## config.mk

```make
export PLATFORM = sky130hd
export DESIGN_NAME = pcap_dma_writer
export DESIGN_NICKNAME = d
export VERILOG_FILES = /design/src/rtl/pcap_dma_writer.sv
export SDC_FILE = /design/constraint.sdc
export NUM_CORES = 2
export LEC_CHECK = 0
export BUFFER_PORTS_ARGS = -buffer_cell sky130_fd_sc_hd__buf_2
export CAP_MARGIN = 30
export CORE_MARGIN = 3
export CORE_UTILIZATION = 55
export CTS_CLUSTER_DIAMETER = 120
export DETAILED_ROUTE_END_ITERATION = 10
export PLACE_DENSITY = 0.76
export SLEW_MARGIN = 20
export SYNTH_ARGS = -nofsm -noshare
export SYNTH_HDL_FRONTEND = slang
export SYNTH_SLANG_ARGS = --single-unit
export TNS_END_PERCENT = 5
```

## constraint.sdc

```tcl
create_clock -name clk_i -period 11.4 [get_ports clk_i]
set_input_delay 0 -clock clk_i [delete_from_list [all_inputs] [get_ports clk_i]]
set_output_delay 0 -clock clk_i [all_outputs]
set_load 0.05 [all_outputs]
```

## src/rtl/pcap_dma_writer.sv

```systemverilog
// pcap_dma_writer: drains the framed PCAP sample stream into host buffers through an AXI write master.
// Define PCAP_DMA_TIMEOUT_EN to build the idle-flush timeout (flag[2]); otherwise timeout_i is ignored.
module pcap_dma_writer #(
  parameter int BURST_LEN  = 16,
  parameter int ADDR_DEPTH = 32,
  parameter int FIFO_DEPTH = 32
) (
  input  logic        clk_i,
  input  logic        reset_n_i,
  input  logic        enable_i,
  input  logic        abort_i,
  input  logic [31:0] sample_data_i,
  input  logic        sample_valid_i,
  output logic        sample_ready_o,
  input  logic        last_i,
  input  logic [31:0] dma_addr_i,
  input  logic        dma_addr_wstb_i,
  input  logic [15:0] block_size_i,
  input  logic [31:0] timeout_i,
  input  logic        irq_ack_i,
  output logic [31:0] m_awaddr_o,
  output logic [7:0]  m_awlen_o,
  output logic        m_awvalid_o,
  input  logic        m_awready_i,
  output logic [31:0] m_wdata_o,
  output logic        m_wlast_o,
  output logic        m_wvalid_o,
  input  logic        m_wready_i,
  input  logic [1:0]  m_bresp_i,
  input  logic        m_bvalid_i,
  output logic        m_bready_o,
  output logic        irq_o,
  output logic [31:0] irq_status_o,
  output logic        busy_o
);
  localparam int FAW = $clog2(FIFO_DEPTH);
  localparam int FCW = FAW + 1;
  localparam int AAW = $clog2(ADDR_DEPTH);
  localparam int ACW = AAW + 1;
  localparam logic [FAW:0] C_FIFO_FULL = FIFO_DEPTH[FAW:0];
  localparam logic [FAW:0] C_BURST     = BURST_LEN[FAW:0];
  localparam logic [AAW:0] C_AQ_FULL   = ADDR_DEPTH[AAW:0];
  localparam logic [7:0]   C_BURST8    = BURST_LEN[7:0];

  typedef enum logic [2:0] {
    S_IDLE, S_NEXTBUF, S_COLLECT, S_AW, S_W, S_B, S_IRQ, S_DONE
  } state_t;

  state_t       r_state;
  logic [31:0]  r_fifo_mem [FIFO_DEPTH];
  logic [FAW-1:0] r_fifo_wr, r_fifo_rd;
  logic [FAW:0] r_fifo_cnt;
  logic [31:0]  r_aq_mem [ADDR_DEPTH];
  logic [AAW-1:0] r_aq_wr, r_aq_rd;
  logic [AAW:0] r_aq_cnt;
  logic [31:0]  r_cur_addr, r_awaddr, r_wdata, r_irq_status;
  logic [15:0]  r_buf_words;
  logic [7:0]   r_len, r_beat, r_awlen;
  logic [4:0]   r_flags;
  logic         r_last_seen, r_abort, r_enable_d, r_busy, r_irq;
  logic         r_awvalid, r_wvalid, r_wlast, r_bready;

  logic         w_fifo_push, w_fifo_pop, w_fifo_flush;
  logic         w_aq_push, w_aq_pop, w_aq_flush;
  logic         w_abort, w_flush_abort, w_timeout;
  logic [15:0]  w_words_next;

  assign sample_ready_o = r_busy && (r_fifo_cnt != C_FIFO_FULL);
  assign w_fifo_push    = sample_valid_i && sample_ready_o;
  // Only the AW handshake and non-final W beats pop, so a burst pops exactly len words.
  assign w_fifo_pop     = (r_state == S_AW && m_awready_i) ||
                          (r_state == S_W && m_wready_i && r_beat != r_len);
  assign w_abort        = r_abort || abort_i;
  assign w_flush_abort  = w_abort && (r_state == S_NEXTBUF || r_state == S_COLLECT ||
                                      (r_state == S_B && m_bvalid_i));
  assign w_fifo_flush   = w_flush_abort || r_state == S_DONE;
  assign w_aq_flush     = w_flush_abort || (r_state == S_DONE && r_abort);
  assign w_aq_pop       = r_state == S_NEXTBUF && !w_abort && r_aq_cnt != '0;
  assign w_aq_push      = dma_addr_wstb_i && (r_aq_cnt != C_AQ_FULL || w_aq_pop);
  assign w_words_next   = r_buf_words + {8'h00, r_len};

`ifdef PCAP_DMA_TIMEOUT_EN
  logic [31:0] r_to_cnt;
  always_ff @(posedge clk_i or negedge reset_n_i) begin
    if (!reset_n_i)
      r_to_cnt <= '0;
    else if (r_state != S_COLLECT || w_fifo_push || r_fifo_cnt == '0 || r_fifo_cnt >= C_BURST)
      r_to_cnt <= '0;
    else if (!w_timeout)
      r_to_cnt <= r_to_cnt + 32'd1;
  end
  assign w_timeout = (timeout_i != 32'd0) && (r_to_cnt >= timeout_i);
`else
  logic w_unused_timeout;
  assign w_unused_timeout = ^timeout_i;
  assign w_timeout        = 1'b0;
`endif

  always_ff @(posedge clk_i) begin
    if (w_fifo_push) r_fifo_mem[r_fifo_wr] <= sample_data_i;
    if (w_aq_push)   r_aq_mem[r_aq_wr]     <= dma_addr_i;
  end

  always_ff @(posedge clk_i or negedge reset_n_i) begin
    if (!reset_n_i) begin
      r_fifo_wr <= '0; r_fifo_rd <= '0; r_fifo_cnt <= '0;
      r_aq_wr   <= '0; r_aq_rd   <= '0; r_aq_cnt   <= '0;
    end else begin
      if (w_fifo_flush) begin
        r_fifo_wr <= '0; r_fifo_rd <= '0; r_fifo_cnt <= '0;
      end else begin
        if (w_fifo_push) r_fifo_wr <= r_fifo_wr + FAW'(1);
        if (w_fifo_pop)  r_fifo_rd <= r_fifo_rd + FAW'(1);
        case ({w_fifo_push, w_fifo_pop})
          2'b10:   r_fifo_cnt <= r_fifo_cnt + FCW'(1);
          2'b01:   r_fifo_cnt <= r_fifo_cnt - FCW'(1);
          default: r_fifo_cnt <= r_fifo_cnt;
        endcase
      end
      if (w_aq_flush) begin
        r_aq_wr <= '0; r_aq_rd <= '0; r_aq_cnt <= '0;
      end else begin
        if (w_aq_push) r_aq_wr <= r_aq_wr + AAW'(1);
        if (w_aq_pop)  r_aq_rd <= r_aq_rd + AAW'(1);
        case ({w_aq_push, w_aq_pop})
          2'b10:   r_aq_cnt <= r_aq_cnt + ACW'(1);
          2'b01:   r_aq_cnt <= r_aq_cnt - ACW'(1);
          default: r_aq_cnt <= r_aq_cnt;
        endcase
      end
    end
  end

  always_ff @(posedge clk_i or negedge reset_n_i) begin
    if (!reset_n_i) begin
      r_state <= S_IDLE;
      r_cur_addr <= '0; r_awaddr <= '0; r_wdata <= '0; r_irq_status <= '0;
      r_buf_words <= '0; r_len <= '0; r_beat <= '0; r_awlen <= '0; r_flags <= '0;
      r_last_seen <= 1'b0; r_abort <= 1'b0; r_enable_d <= 1'b0; r_busy <= 1'b0;
      r_irq <= 1'b0; r_awvalid <= 1'b0; r_wvalid <= 1'b0; r_wlast <= 1'b0; r_bready <= 1'b0;
    end else begin
      r_enable_d <= enable_i;
      if (w_fifo_push && last_i) r_last_seen <= 1'b1;
      if (abort_i && r_state != S_IDLE) r_abort <= 1'b1;
      case (r_state)
        S_IDLE: if (enable_i && !r_enable_d) begin
          r_buf_words <= '0; r_last_seen <= 1'b0; r_flags <= '0; r_abort <= 1'b0;
          r_busy <= 1'b1; r_state <= S_NEXTBUF;
        end
        S_NEXTBUF:
          if (w_abort) r_state <= S_IRQ;
          else if (r_aq_cnt != '0) begin
            r_cur_addr <= r_aq_mem[r_aq_rd]; r_buf_words <= '0; r_state <= S_COLLECT;
          end else begin
            r_flags[3] <= 1'b1; r_state <= S_IRQ;
          end
        S_COLLECT:
          if (w_abort) r_state <= S_IRQ;
          else if (r_fifo_cnt >= C_BURST) begin
            r_len <= C_BURST8; r_awlen <= C_BURST8 - 8'd1;
            r_awaddr <= r_cur_addr + {14'h0, r_buf_words, 2'b00};
            r_awvalid <= 1'b1; r_state <= S_AW;
          end else if (r_fifo_cnt != '0 && (r_last_seen || w_timeout)) begin
            // Short flush burst: the end of the capture, or an idle timeout
            if (!r_last_seen) r_flags[2] <= 1'b1;
            r_len <= 8'(r_fifo_cnt); r_awlen <= 8'(r_fifo_cnt) - 8'd1;
            r_awaddr <= r_cur_addr + {14'h0, r_buf_words, 2'b00};
            r_awvalid <= 1'b1; r_state <= S_AW;
          end else if (r_last_seen) begin
            r_flags[1] <= 1'b1; r_state <= S_IRQ;
          end
        S_AW: if (m_awready_i) begin
          r_awvalid <= 1'b0; r_wvalid <= 1'b1; r_wdata <= r_fifo_mem[r_fifo_rd];
          r_beat <= 8'd1; r_wlast <= (r_len == 8'd1); r_state <= S_W;
        end
        S_W: if (m_wready_i) begin
          if (r_beat == r_len) begin
            r_wvalid <= 1'b0; r_wlast <= 1'b0; r_bready <= 1'b1; r_state <= S_B;
          end else begin
            r_wdata <= r_fifo_mem[r_fifo_rd]; r_beat <= r_beat + 8'd1;
            r_wlast <= (r_beat + 8'd1 == r_len);
          end
        end
        S_B: if (m_bvalid_i) begin
          r_bready <= 1'b0; r_buf_words <= w_words_next;
          if (m_bresp_i != 2'b00) begin
            r_flags[4] <= 1'b1; r_state <= S_IRQ;
          end else if (w_abort) r_state <= S_IRQ;
          else if (w_words_next == block_size_i) begin
            r_flags[0] <= 1'b1; r_state <= S_IRQ;
          end else if (r_flags[2]) r_state <= S_IRQ;
          else if (r_last_seen && r_fifo_cnt == '0) begin
            r_flags[1] <= 1'b1; r_state <= S_IRQ;
          end else r_state <= S_COLLECT;
        end
        S_IRQ:
          if (!r_irq) begin
            r_irq <= 1'b1;
            r_irq_status <= {8'h00, r_buf_words, 2'b00, w_abort, r_flags};
          end else if (irq_ack_i) begin
            r_irq <= 1'b0; r_irq_status <= '0; r_flags <= '0;
            // Only a full buffer or a timeout flush lets the capture move to the next buffer
            if (!w_abort && !r_last_seen && r_flags[4:3] == 2'b00 && !r_flags[1])
              r_state <= S_NEXTBUF;
            else
              r_state <= S_DONE;
          end
        S_DONE: begin
          r_busy <= 1'b0; r_abort <= 1'b0; r_state <= S_IDLE;
        end
        default: r_state <= S_IDLE;
      endcase
    end
  end

  assign m_awaddr_o   = r_awaddr;
  assign m_awlen_o    = r_awlen;
  assign m_awvalid_o  = r_awvalid;
  assign m_wdata_o    = r_wdata;
  assign m_wlast_o    = r_wlast;
  assign m_wvalid_o   = r_wvalid;
  assign m_bready_o   = r_bready;
  assign irq_o        = r_irq;
  assign irq_status_o = r_irq_status;
  assign busy_o       = r_busy;
endmodule

```

### After elaboration in Yosys (flattened, before gate mapping)

Memory sizes are Yosys's and may differ from the RTL's. A register that Yosys moved wholly into a read port is not among the register bits.
Index checks and enable logic that the tools add are counted.

* flip-flop bits (word level): 185
* bits in writable memories: 2048
* input bits: 125
* output and inout port bits: 111
* word-level logic and storage cells: 268
* memories kept: 2

Memory list
* r_aq_mem: words 32, width 32, read ports 1, clocked after Yosys merged registers in 1, write ports 1, line 53 `logic [31:0] r_aq_mem [ADDR_DEPTH];`
* r_fifo_mem: words 32, width 32, read ports 1, clocked after Yosys merged registers in 0, write ports 1, line 50 `logic [31:0] r_fifo_mem [FIFO_DEPTH];`

* $add $sub $neg: 12
* magnitude comparators: 1
* equal/unequal tests: 45
* mux-type cells: 109
* bitwise operators: 1
* reductions and logical operators: 70

Operators with widths (count)
* 32-bit two-way mux: 7
* 16-bit two-way mux: 4
* 32-bit one-hot mux with 2 select lines: 1
* 3-bit two-way mux: 19
* 8-bit two-way mux: 7
* 5-bit two-way mux: 11
* 16-bit one-hot mux with 3 select lines: 1
* 2-bit inequality test, second input constant: 19
* 1-bit two-way mux: 37
* 32-bit by 18-bit adder with 32-bit output: 1
* 3-bit one-hot mux with 8 select lines: 1
* 6-bit one-hot mux with 2 select lines: 2
* 8-bit AND reduction: 3
* 3-bit nonzero test: 7
* 5-bit by 1-bit adder with 5-bit output, second input constant: 4
* 2-bit nonzero test: 10
* 1-bit logical AND: 19
* 16-bit by 8-bit adder with 16-bit output: 1
* 16-bit equality test: 1
* 8-bit equality test: 2
* 8-bit one-hot mux with 2 select lines: 1
* 4-bit AND reduction: 4
* 14-bit AND reduction: 1
* 6-bit by 1-bit adder with 6-bit output, second input constant: 2
* 32 further kinds: 73

### Depth between registers and ports, before layout

* depth in word-level cells: 9
* mapped depth: 16
* gate-level depth less buffers: 15

### Worst setup path before layout

No wires, ideal clock.

* path type: register to register
* start: register r_abort
* end: memory r_aq_mem[23][0], enable pin
* setup time: 468 ps
* data arrival time: 3983 ps
* required time: 10932 ps
* path slack: 6949 ps
* stages on the path, launching flop included: 7
* buffers on the path: 1
* clock period less this slack: 4451 ps
* cells stage by stage: dfrtp_1 -> nor2_1 -> nand3_1 -> a31oi_1 -> clkbuf_1 -> nand3_1 -> nor3b_1

* cells in the longest elaborated chain, start to end: 8

Ends and longest elaborated chain
* start, declared: line 60 `logic r_last_seen, r_abort, r_enable_d, r_busy, r_irq;`
* start signal, assigned: line 139 `r_last_seen <= 1'b0; r_abort <= 1'b0; r_enable_d <= 1'b0; r_busy <= 1'b0;`
* start signal, assigned: line 144 `if (abort_i && r_state != S_IDLE) r_abort <= 1'b1;`
* start signal, assigned: line 147 `r_buf_words <= '0; r_last_seen <= 1'b0; r_flags <= '0; r_abort <= 1'b0;`
* 1-bit logical OR: line 73 `assign w_abort = r_abort || abort_i;`
* 1-bit logical NOT: line 78 `assign w_aq_pop = r_state == S_NEXTBUF && !w_abort && r_aq_cnt != '0;`
* 1-bit logical AND (2 in series): line 78
* 1-bit logical OR: line 79 `assign w_aq_push = dma_addr_wstb_i && (r_aq_cnt != C_AQ_FULL || w_aq_pop);`
* 1-bit logical AND: line 79
* 1-bit two-way mux: line 101 `if (w_aq_push) r_aq_mem[r_aq_wr] <= dma_addr_i;`
* 1-bit two-way mux (implied by the code): line 101
* end, declared: line 53

Every way passes these cells.

### Worst setup path in the final report

* start: register r_buf_words[1]
* end: register r_state[2]

* cells in the longest elaborated chain, start to end: 7

Ends and longest elaborated chain
* start, declared: line 57 `logic [15:0] r_buf_words;`
* start signal, assigned: line 138 `r_buf_words <= '0; r_len <= '0; r_beat <= '0; r_awlen <= '0; r_flags <= '0;`
* start signal, assigned: line 147
* start signal, assigned: line 153 `r_cur_addr <= r_aq_mem[r_aq_rd]; r_buf_words <= '0; r_state <= S_COLLECT;`
* 16-bit by 8-bit adder with 16-bit output: line 80 `assign w_words_next = r_buf_words + {8'h00, r_len};`
* 16-bit equality test: line 189 `else if (w_words_next == block_size_i) begin`
* 3-bit two-way mux: line 189
* 3-bit two-way mux: line 188 `end else if (w_abort) r_state <= S_IRQ;`
* 3-bit two-way mux: line 186 `if (m_bresp_i != 2'b00) begin`
* 3-bit two-way mux: line 184 `S_B: if (m_bvalid_i) begin`
* 3-bit one-hot mux with 8 select lines: line 145 `case (r_state)`
* end signal, assigned: line 187 `r_flags[4] <= 1'b1; r_state <= S_IRQ;`
* end signal, assigned: line 188
* end signal, assigned: line 190 `r_flags[0] <= 1'b1; r_state <= S_IRQ;`
* end, declared: line 49 `state_t r_state;`

Every way passes these cells. The select of a mux whose other input is x is not followed.
A chain may end at the register's enable or synchronous reset.

==> metrics.md <==
| Metric | Value |
|---|---|
| Status | `complete, no violations` |
| Detail Route Antenna Nets | `0` |
| Post-Synth XOR/XNOR Area | `0.00870` |
| Hold Startpoint | `block_size_i[8]` |
| R2R depth | `13` |
| Post-synth EDFFs | `2048` |
| Min cycle time layout | `4.88 ns` |
| VDD IR max | `140 uV` |
| Clk buf depth | `3` |
| Fin. Hold Viols | `0` |
| Total CTS buffers | `212` |
| Routability cong. | `0.848` |
| Port bufs | `193` |
| Mux cell area share after synthesis | `0.171` |
| Sw power | `5660 uW` |
| Cell variety after synth | `76` |
| Average vias per placed instance | `between 6 and 7` |
| Largest net degree at the start of global routing | `75` |
| Main combinational cell family by area after synthesis | `multiplexers` |
| CP Capture Type | `flip-flop` |
| Worst skew pair latency | `0.87 ns` |
| Crit start category | `flip-flop` |
| Dominant cells by area after synthesis | `edfxtp_1, mux4_2, dfrtp_1, mux2i_1, nor2_1` |
| Placed insts | `about 6400` |
| Reg-to-Reg Start | `r_buf_words[1]$_DFFE_PN0P_` |
| Width of the die | `407 microns` |
| Wire per inst | `about 33 microns` |
| Pwr dens | `205 nW/um^2` |
| Height of the die | `~400 microns` |
| Ys flop type | `edfxtp_1` |
| Final worst slack | `approximately 6.5 ns` |
| Synth warn | `0` |
| Finished Layout Cells | `6885` |
| Post-route setup TNS | `0 ns` |
| R2R setup slack | `6.52 ns` |
| Drt pass-1 iters | `8` |
| Synth Register Bits | `2252` |
| H-tree Lvls | `4` |
| Internal | `between 10000 and 15000 uW` |
| Simple-gate area share of the yosys netlist | `0.0247` |
| Leakage | `0.0322 uW` |
| Post-CTS Setup Bufs | `0` |
| Kind of critical path | `flip-flop to flip-flop` |
| Hold path cells | `5` |
| Post-synth top area share | `0.695` |
| Layout cells sized above 1 | `0.288` |
| Crit path DAT | `between 5 and 6 ns` |
| Site row count | `146` |
| Data required, critical path | `12.15 ns` |
| Drt drc | `0` |
| Clk sinks | `2252` |
| Drt initial violations | `7037` |
| Post-Synth Adder-Cell Area | `0.00684` |
| Sequential fraction of the synthesis area | `0.753` |
| Combinational power share | `0.179` |
| Most common cell after layout, fill and taps aside | `edfxtp_1` |
| Sequential group share of total power | `0.471` |
| Initial Util | `0.556` |
| Area grow syn2layout | `14.0%` |
| Max Cap Violations | `0` |
| Fmax | `205 MHz` |
| Yosys top cell by area | `edfxtp_1` |
| HP Class | `primary input to flip-flop` |
| GRT Util Overall | `0.270` |
| Antenna violations before repair | `24` |
| Mapped Cells | `about 4100` |
| # IOs | `236` |
| Compound-gate portion of the synthesized area | `0.0237` |
| Clock share of power | `0.349` |
| DRT Wirelength | `225000 microns` |
| HPWL after detailed placement | `about 110000 microns` |
| Measured slew at the worst slew-check pin | `around 1.1 ns` |
| Ys async rst share | `0.0906` |
| Root Driver | `clkbuf_16` |
| Total gr overflow | `0` |
| Final nets | `4712` |
| CTS tree | `yes` |
| WHS Endpoint | `r_flags[1]$_DFFE_PN0P_` |
| First-pass GRT wire length | `319000 microns` |
| Net Sw Frac | `0.274` |
| Final Setup Violations | `0` |
| Vias in the first global route | `~46000` |
| Pwr Total | `20600 uW` |
| Synthesized area | `88500 sq um` |
| Final Max Tran Viols | `0` |
| Clock Skews | `0.0481 ns` |
| Reg-to-reg critical path endpoint | `r_state[2]$_DFFE_PN0P_` |
| Syn Area/Cell | `21.3 sq um` |
| Vias post-DR | `45400` |
| Fill count | `10100` |
| Clk pin slew, worst setup/hold paths | `0.06 ns` |
| CP max FO | `5` |
| Core ar. | `between 150000 and 200000 sq um` |
| Rel. slew slack | `0.290` |
| RSZ-0062 raised after global routing | `false` |
| Die area | `166000 sq um` |
| Place WS | `6.76 ns` |
| Final period utilization | `0.428` |
| # hold bufs at CTS | `94` |
| Post-CTS sizing | `0` |
| Commonest cells after routing, fill and taps aside | `edfxtp_1, mux4_2, clkbuf_16` |
## state kept, by name, summed over array words and instances (netlist names), 7 cells and up
name,cells
r_aq_mem,1024
r_fifo_mem,1024
m_awaddr_o,32
m_wdata_o,32
r_cur_addr,32
irq_status_o,22
r_buf_words,16
r_beat,8
m_awlen_o,7
## cells by family after synthesis
family	after synthesis
other	1
adders and majority gates	46
xor gates and xnor gates	81
buffers and inverters	262
muxes	709
DFF	2252
AOI/OAI and AO/OA	327
and+or+nand+nor	471
## power groups by stage
stage               registers, uW  logic (uW)  clock network [uW]
finish                       9720        3700                7210
global route                 9750        3960                7590
CTS                          9710        3680                7260
detailed placement           9870        3580                   0
global placement             9870        3480                   0
floorplan                   10100        2290                   0
## worst max-delay path: stages (launching register included)
cell and delay [ns]:
dfrtp_1 0.51, inv_1 0.21, fa_1 0.49, nand2b_1 0.20, a211o_1 0.33, a21oi_1 0.27
xnor3_1 0.19, o21a_1 0.11, dlygate4sd3_1 0.55, nor4b_4 0.31, dlygate4sd3_1 0.67, nand3_1 0.10
dlygate4sd3_1 0.58, a221oi_1 0.26
## layer usage
layer / track usage / vias up / routed length (microns)
met5: 0 / - / 90
met4: 0.0846 / 14 / 6910
met3: 0.0752 / 446 / 26000
met2: 0.416 / 3236 / 108000
met1: 0.381 / 23700 / 84100
li1: - / 18000 / -
## final cells by class
type | count | area [sq um] | share of cell area
Antenna cell | 10 | 25.0 | 0.000248
Clock buffer | 267 | 5590 | 0.0554
Clock inverter | 135 | 1550 | 0.0153
Inverter | 32 | 120 | 0.00119
Multi-Input combinational cell | 1644 | 21300 | 0.211
Sequential cell | 2252 | 66600 | 0.661
Tap cell | 2146 | 2690 | 0.0266
Timing Repair Buffer | 399 | 2980 | 0.0295
## cells in the mapped netlist (all sizes together), types with 3 or more instances
library cell / n
nand3: 26
nor3b: 4
nor3: 18
nand2b: 13
edfxtp: 2048
mux4: 640
xor2: 39
fa: 4
nand4: 17
or3b: 4
or4: 3
nor4: 9
dfrtp: 204
xnor3: 3
a21o: 17
nor2b: 3
o21ai: 108
a2111oi: 3
a21oi: 81
a22o: 24
o211a: 3
nor2: 175
inv: 31
ha: 42
nand2: 142
nor4b: 5
xnor2: 39
o21a: 8
o31ai: 10
a221o: 4
and2: 9
mux2i: 68
a211oi: 16
a211o: 6
and3: 18
or2: 5
buf: 95
or3: 14
nand3b: 4
a31oi: 18
o41ai: 4
a311oi: 7
clkbuf: 135
## per-stage QoR
stage,utilization,instance area [sq um],hold WS [ns]
2_1_floorplan,-,88500,-0.296
3_3_place_gp,0.581,92400,0.0591
3_5_place_dp,0.582,92500,0.0670
4_1_cts,0.632,101000,0.0195
5_1_grt,0.634,101000,0.0487
6_report,0.634,101000,0.0626
## how the worst max path moves through the flow
stage                                           from                         end  slack [ns]  cells after the start
after floorplan                    r_abort$_DFF_PN0_   r_aq_mem[23][0]$_DFFE_PP_        6.95                      6
after global placement      r_fifo_rd[0]$_DFFE_PN0P_   m_wdata_o[11]$_DFFE_PN0P_        6.75                      6
after detailed placement      r_aq_rd[0]$_DFFE_PN0P_  r_cur_addr[15]$_DFFE_PN0P_        6.76                      6
after CTS                 r_buf_words[1]$_DFFE_PN0P_      r_state[2]$_DFFE_PN0P_        6.60                     13
after global routing      r_buf_words[1]$_DFFE_PN0P_      r_state[2]$_DFFE_PN0P_        6.36                     13
final                     r_buf_words[1]$_DFFE_PN0P_      r_state[2]$_DFFE_PN0P_        6.52                     13
Note: power is estimated with default switching activity, not from simulation.
